### src/rtl/cnt_pkg.sv
// Shared definitions for the snapshot extender.
// Optional feature: CNT_SNAPSHOT_TAG_EN prepends a 4-bit capture sequence tag to each snapshot.
package cnt_pkg;

  localparam int unsigned TAG_W = 4;
  localparam int unsigned DEF_N = 17;
  localparam int unsigned DEF_M = 8;

  // Snapshot word width for a given counter width n and extension width m
  function automatic int unsigned snap_w(input int unsigned n, input int unsigned m);
`ifdef CNT_SNAPSHOT_TAG_EN
    return n + m + TAG_W;
`else
    return n + m;
`endif
  endfunction

  // Snapshot word at the default counter/extension widths
  typedef logic [snap_w(DEF_N, DEF_M)-1:0] snap_t;

endpackage

### src/rtl/snap_fifo.sv
// Pointer-plus-count snapshot FIFO with synchronous active-high reset.
// Head data reads zero while empty so the output is never X.
module snap_fifo
  import cnt_pkg::*;
#(
  parameter int unsigned W     = 8,
  parameter int unsigned DEPTH = 4
) (
  input  logic                     clk,
  input  logic                     reset,
  input  logic                     push,
  input  logic [W-1:0]             din,
  input  logic                     pop,
  output logic [W-1:0]             dout,
  output logic                     valid,
  output logic                     full,
  output logic [$clog2(DEPTH):0]   level
);

  localparam int unsigned AW = $clog2(DEPTH);

  logic [W-1:0]  mem [DEPTH];
  logic [AW-1:0] wr_ptr;
  logic [AW-1:0] rd_ptr;
  logic [AW:0]   count;
  logic          do_push;
  logic          do_pop;

  // Pop only with a valid head; push into a full FIFO only when the head leaves this cycle
  always_comb begin
    valid   = (count != '0);
    full    = (count == (AW+1)'(DEPTH));
    do_pop  = pop & valid;
    do_push = push & (~full | do_pop);
    dout    = valid ? mem[rd_ptr] : '0;
    level   = count;
  end

  // Storage array, no reset needed since reads are gated by valid
  always_ff @(posedge clk) begin
    if (do_push) begin
      mem[wr_ptr] <= din;
    end
  end

  // Pointers wrap naturally because DEPTH is a power of two
  always_ff @(posedge clk) begin
    if (reset) begin
      wr_ptr <= '0;
      rd_ptr <= '0;
      count  <= '0;
    end else begin
      wr_ptr <= wr_ptr + AW'(do_push);
      rd_ptr <= rd_ptr + AW'(do_pop);
      count  <= count + (AW+1)'(do_push) - (AW+1)'(do_pop);
    end
  end

endmodule

### src/rtl/cnt_snapshot.sv
// Extends an upstream N-bit counter with an M-bit overflow count and queues coherent
// {ext, cnt} snapshots on request. Optional feature: CNT_SNAPSHOT_TAG_EN adds a 4-bit
// capture sequence tag in the MSBs so consumers can spot dropped captures.
module cnt_snapshot
  import cnt_pkg::*;
#(
  parameter int unsigned N     = 17,
  parameter int unsigned M     = 8,
  parameter int unsigned DEPTH = 4
) (
  input  logic                     clk,
  input  logic                     reset,
  input  logic [N-1:0]             cnt_i,
  input  logic                     cout_i,
  input  logic                     cap_i,
  input  logic                     ovr_clr_i,
  output logic                     snap_valid_o,
  input  logic                     snap_ready_i,
  output logic [snap_w(N, M)-1:0]  snap_data_o,
  output logic [$clog2(DEPTH):0]   level_o,
  output logic                     ovr_o,
  output logic                     ext_wrap_o
);

  localparam int unsigned W = snap_w(N, M);

  logic [M-1:0] ext;
  logic [M-1:0] ext_eff;
  logic         full;
  logic         pop;
  logic         drop;
  logic         push;
  logic [W-1:0] snap_word;

  // cout_i marks the cycle cnt_i already shows the wrapped value, so fold it in for capture
  always_comb begin
    ext_eff = ext + M'(cout_i);
    pop     = snap_valid_o & snap_ready_i;
    drop    = cap_i & full & ~pop;
    push    = cap_i & ~drop;
  end

`ifdef CNT_SNAPSHOT_TAG_EN
  logic [TAG_W-1:0] tag;

  // Sequence number advances on every request, accepted or dropped
  always_ff @(posedge clk) begin
    if (reset) begin
      tag <= '0;
    end else if (cap_i) begin
      tag <= tag + TAG_W'(1);
    end
  end

  assign snap_word = {tag, ext_eff, cnt_i};
`else
  assign snap_word = {ext_eff, cnt_i};
`endif

  // Extension counter and its sticky wrap flag
  always_ff @(posedge clk) begin
    if (reset) begin
      ext        <= '0;
      ext_wrap_o <= 1'b0;
    end else if (cout_i) begin
      ext <= ext + M'(1);
      if (ext == '1) begin
        ext_wrap_o <= 1'b1;
      end
    end
  end

  // Sticky overrun: a same-cycle drop beats the clear
  always_ff @(posedge clk) begin
    if (reset) begin
      ovr_o <= 1'b0;
    end else if (drop) begin
      ovr_o <= 1'b1;
    end else if (ovr_clr_i) begin
      ovr_o <= 1'b0;
    end
  end

  snap_fifo #(
    .W     (W),
    .DEPTH (DEPTH)
  ) u_fifo (
    .clk   (clk),
    .reset (reset),
    .push  (push),
    .din   (snap_word),
    .pop   (snap_ready_i),
    .dout  (snap_data_o),
    .valid (snap_valid_o),
    .full  (full),
    .level (level_o)
  );

endmodule

### config.mk
export PLATFORM = sky130hd
export DESIGN_NAME = cnt_snapshot
export DESIGN_NICKNAME = d
export VERILOG_FILES = /design/src/rtl/cnt_pkg.sv /design/src/rtl/snap_fifo.sv /design/src/rtl/cnt_snapshot.sv
export SDC_FILE = /design/constraint.sdc
export NUM_CORES = 1
export LEC_CHECK = 0
export ABC_AREA = 1
export BUFFER_PORTS_ARGS = -buffer_cell sky130_fd_sc_hd__buf_2
export CAP_MARGIN = 20
export CELL_PAD_IN_SITES_DETAIL_PLACEMENT = 0
export CELL_PAD_IN_SITES_GLOBAL_PLACEMENT = 1
export CORE_UTILIZATION = 30
export CTS_BUF_LIST = sky130_fd_sc_hd__clkbuf_16
export DETAILED_ROUTE_END_ITERATION = 6
export PLACE_DENSITY_LB_ADDON = 0.1
export RECOVER_POWER = 100
export SYNTH_ARGS = -nofsm -noshare
export SYNTH_HDL_FRONTEND = slang
export SYNTH_SLANG_ARGS = --single-unit
### constraint.sdc
create_clock -name clk -period 3.2 [get_ports clk]
set_input_delay 0.64 -clock clk [delete_from_list [all_inputs] [get_ports clk]]
set_output_delay 0.64 -clock clk [all_outputs]
set_load 0.005 [all_outputs]
# Yosys cells after proc, flatten, opt, wreduce, memory -nomap -nowiden

Memory sizes are Yosys's and may differ from the RTL's. A register that Yosys moved wholly into a read port is not among the register bits.
Index checks and enable logic that the tools add are counted.

Add/subtract/negate cells: 6
Multipliers: 0
Divide/modulo/power cells: 0
Magnitude comparators: 0
Equality and inequality tests: 2
Shift operators: 0
Mux-type cells: 6
Bitwise logic cells: 9
Reductions and logical operators: 3

Operator list:

| kind                  | number |
|---|---|
| $mux W25              | 1 |
| $add A8 B1 Y8         | 1 |
| $add A8 B1 Y8 const B | 1 |
| $eq A8 B8 Y1 const B  | 1 |
| $and A1 B1 Y1         | 5 |
| $add A2 B1 Y2         | 2 |
| $mux W1               | 4 |
| $add A3 B1 Y3         | 1 |
| $eq A3 B3 Y1 const B  | 1 |
| $not A1 Y1            | 3 |
| $reduce_bool A3 Y1    | 1 |
| $sub A3 B1 Y3         | 1 |
| $mux W2               | 1 |
| $reduce_and A2 Y1     | 1 |
| $reduce_bool A2 Y1    | 1 |
| $or A1 B1 Y1          | 1 |

Register bits: 17
Bits in latches: 0
Memory bits (writable): 100
Memory bits (read-only): 0
Input port bits: 23
Output and inout bits: 31
Memories kept: 1

Memories:

| memory     | words | width | read ports | clocked after memory_dff | write ports | RTL line        | source |
|---|---|---|---|---|---|---|---|
| u_fifo.mem | 4     | 25    | 1          | 1                        | 1           | snap_fifo.sv:22 | `logic [W-1:0] mem [DEPTH];` |

# Logic depth before layout (Yosys ltp)

Depth in word-level cells: 9
Gate-level depth with buffers: 14

# Hierarchy

From an unflattened synthesis, not the netlist that was laid out.

Cell total of the unflattened synthesis: 530
Area total of the unflattened synthesis: 5360.1 um2

Modules (own cells, without submodules):

| module       | times used | cells each | area each (um2) | sequential area each (um2) |
|---|---|---|---|---|
| snap_fifo    | 1          | 450        | 4774.6          | 3143.0 |
| cnt_snapshot | 1          | 80         | 585.6           | 200.2 |

# Worst setup path after synthesis

OpenSTA, ideal clock, no wires.

Path kind: input -> register
Start: input snap_ready_i
End: memory u_fifo.mem[0][0] in the netlist's numbering (enable)
Data arrival time: 2.596 ns
Path slack: 0.166 ns
Stages on the path: 4
Cell sequence: inv_1 > nand3_1 > nand2_1 > nor3_1

Longest elaborated chain between the ends: 8
Elaborated cells on any way between the ends: 9
Classes of those cells: mux: 2; bitwise: 7

RTL lines:

| element                         | RTL line                            | source |
|---|---|---|
| start, declared                 | cnt_snapshot.sv:18                  | `input logic snap_ready_i,` |
| $and A1 B1 Y1 *                 | snap_fifo.sv:33, cnt_snapshot.sv:38 |  |
| $not A1 Y1                      | cnt_snapshot.sv:39                  | `drop = cap_i & full & ~pop;` |
| $and A1 B1 Y1                   | cnt_snapshot.sv:39                  |  |
| $not A1 Y1                      | cnt_snapshot.sv:40                  | `push = cap_i & ~drop;` |
| $and A1 B1 Y1                   | cnt_snapshot.sv:40                  |  |
| $and A1 B1 Y1 *                 | snap_fifo.sv:34                     | `do_push = push & (~full \| do_pop);` |
| $mux W1 *                       | snap_fifo.sv:41                     | `if (do_push) begin` |
| $mux W1 (implied by the code) * | snap_fifo.sv:42                     | `mem[wr_ptr] <= din;` |
| end, declared                   | snap_fifo.sv:22                     |  |

Every way passes the cells marked *; elsewhere a longest branch is shown, timed or not.

==> results.md <==
- Vias in the first global route: roughly 3100
- Initial DRC count: roughly 140
- Total inserted antenna cells: 0
- GRT met2 Usage: 0.199
- Skew-Pair Late Insertion Delay: 0.41 ns
- Worst-path maximum fanout: 68
- Total number of vias: 3198
- Initial antenna violation count: 0
- Std cell rows: 46
- CTS tree: yes
- Top-area cell type share of the netlist area: 0.599
- Worst endpoint required time: between 2 and 3 ns
- Period utilisation layout: 0.858
- CTS Buffer Depth: 2
- Worst EP arrival: 2.10 ns
- Placer Congestion: 0.673
- Number of max-cap violations: 3
- Clk sinks: roughly 120
- Post-DP Area: 5530 um2
- Final Power: about 4700 uW
- Most crowded layer after global routing: met2
- Number of buffers created by CTS: 17
- H-tree levels: 4
- Worst clock skew: 0.00600 ns
- Worst setup EP type: primary output
- RSZ-0062 raised after global routing: false
- Yosys cell types: 21
- Proportion of layout cells with a drive suffix above 1: 0.0886
- First-pass GRT wire length: 16.1 mm
- Sequential share of the synthesized area: 0.667
- Grt total ovfl: 0
- Hold slack: 0.448 ns
- Clock Tree Root: clkbuf_16
- Syn_area_per_cell: 10.7 um2
- Most common cell after layout, fill and taps aside: edfxtp_1
- Leak: between 0.002 and 0.0025 uW
- Dominant cells by area after synthesis: edfxtp_1 (60%), nand2_1 (7.3%), dfxtp_1 (6.8%)
- Max-slew headroom: -0.170
- Port-buffer cells: 53
- CORE AREA: 16100 um2
- Syn_nets: 500
- Starting Density: 0.311
- Crit path kind: reg2out
- Remaining DRCs: 0
- Hpwl dp: 5.75 mm
- Final Hold Fails: 0
- Met3 GRT Util: 0.0370
- Setup TNS: 0 ns
- Dominant cell type by area after synthesis: edfxtp_1
- GR Util met1: 0.151
- Post-route cell area: 5950 um2
- Crit path time final: between 2 and 3 ns
- Power density cells: 782 nW/um2
- Violated checks: max-capacitance violations, max-slew violations
- Ys Warns: 0
- Worst vdd ir: 0.000374 V
- Synth Cell Area: 5010 um2
- All-layer global routing usage: 0.125
- Startpoint types: flop
- Vias/cell: 4.22
- Status: finished, violations left
- Max Slew Vio Count: 78
- Final antenna-violating net count: 0
- #FFs+latches synth: 117
- Io pins: 54
- Die width: 131 um
- Worst-path clk slew: about 0.05 ns
- Post_cts resized: 0
- Final wirelength: 9.81 mm
- Final setup violation count: 0
- Die area: about 17000 um2
- Area growth, synth to finish: 18.7%
- Worst-Margin Slew: 1.75 ns
- F_max: 364 MHz
- Most frequent cells in the layout: edfxtp_1 (100), nand2_1 (98), inv_1 (77)
- Worst hold path class: reg2reg
- Largest net degree at the start of global routing: 69
- Post-CTS Setup Inserts: 0
- Pre-Repair DR Iteration Count: 4
- CTS Hold Bufs: 0
- Die Y: 131 um
- Final #Nets: 560
- DR WL/cell: 12.9 um
- Post-Syn Instances: around 470
## sequential cells by signal, summed over array words and instances, names as in the netlist
name	cells
u_fifo.mem	100
ext	8
u_fifo.level	3
u_fifo.rd_ptr	2
u_fifo.wr_ptr	2
ext_wrap_o	1
ovr_o	1
## cell type report
type | count | area, um2
fillers | 1634 | 10200
clock buffers | 17 | 425
flip-flops and latches | 117 | 3350
clock inverters | 15 | 86.3
well taps | 216 | 270
inverters | 72 | 270
repair buffers | 61 | 278
multi-input cells | 260 | 1270
## synthesized netlist by cell type
| cell type | count |
|---|---|
| buf_2 | 14 |
| inv_1 | 72 |
| buf_6 | 3 |
| fa_1 | 1 |
| ha_1 | 7 |
| xnor2_1 | 6 |
| nand2_1 | 98 |
| nor2_4 | 2 |
| dfxtp_1 | 17 |
| edfxtp_1 | 100 |
| buf_4 | 3 |
| nor2_1 | 70 |
| nand3_1 | 5 |
| o21ai_0 | 3 |
| nor2_2 | 3 |
| nand4_1 | 1 |
| xor2_1 | 3 |
| o211ai_1 | 25 |
| nand2_2 | 1 |
| a21oi_1 | 33 |
| nor3_1 | 2 |
## cells by family (layout without fill, tap and decap cells)
logic type | count (synthesis) | count (layout) | share of synthesized area
AO/OA/AOI/OAI | 61 | 61 | 0.0734
XOR/XNOR | 9 | 9 | 0.0157
adder cells (fa/ha/maj) | 8 | 8 | 0.0215
buffers and inverters | 92 | 165 | 0.0791
flip-flops | 117 | 117 | 0.667
AND/OR/NAND/NOR | 182 | 182 | 0.143
## worst max-delay path, stage by stage (launching register included)
cell	delay [ns]
dfxtp_2	0.73
buf_12	0.35
nor2_1	0.07
nor2_1	0.09
nand2_1	0.06
a21oi_1	0.22
clkbuf_2	0.15
## path summary, 6_finish.rpt
| check | start | cells after the start | endpoint | slack (ns) |
|---|---|---|---|---|
| setup reg to reg | u_fifo.level[1] | 5 | u_fifo.mem[0][13] | 0.55 |
| hold / removal | ext_wrap_o | 2 | ext_wrap_o | 0.45 |
| hold reg to reg | ext_wrap_o | 2 | ext_wrap_o | 0.45 |
| setup / recovery | u_fifo.rd_ptr[0] | 6 | snap_data_o[23] | 0.46 |
## per-stage QoR
| stage | cells | setup WS, ns | util |
|---|---|---|---|
| 4_1_cts | 758 | 0.613 | 0.375 |
| 3_3_place_gp | 726 | 1.06 | 0.343 |
| 5_1_grt | 758 | 0.223 | 0.369 |
| 6_report | 758 | 0.456 | 0.369 |
| 2_1_floorplan | 469 | 0.166 | - |
| 3_5_place_dp | 726 | 1.05 | 0.343 |
## per-layer routing
| metal | vias to the layer above | wire (um) |
|---|---|---|
| met2 | 53 | 4540 |
| met1 | 1469 | 4740 |
| met3 | 14 | 333 |
| met5 | - | 0 |
| li1 | 1662 | - |
| met4 | 0 | 187 |
## power by group
group	switching, uW	internal (uW)
logic	694	396
clock network	605	1030
registers	120	1810
Power figures use the tool's default switching activity.
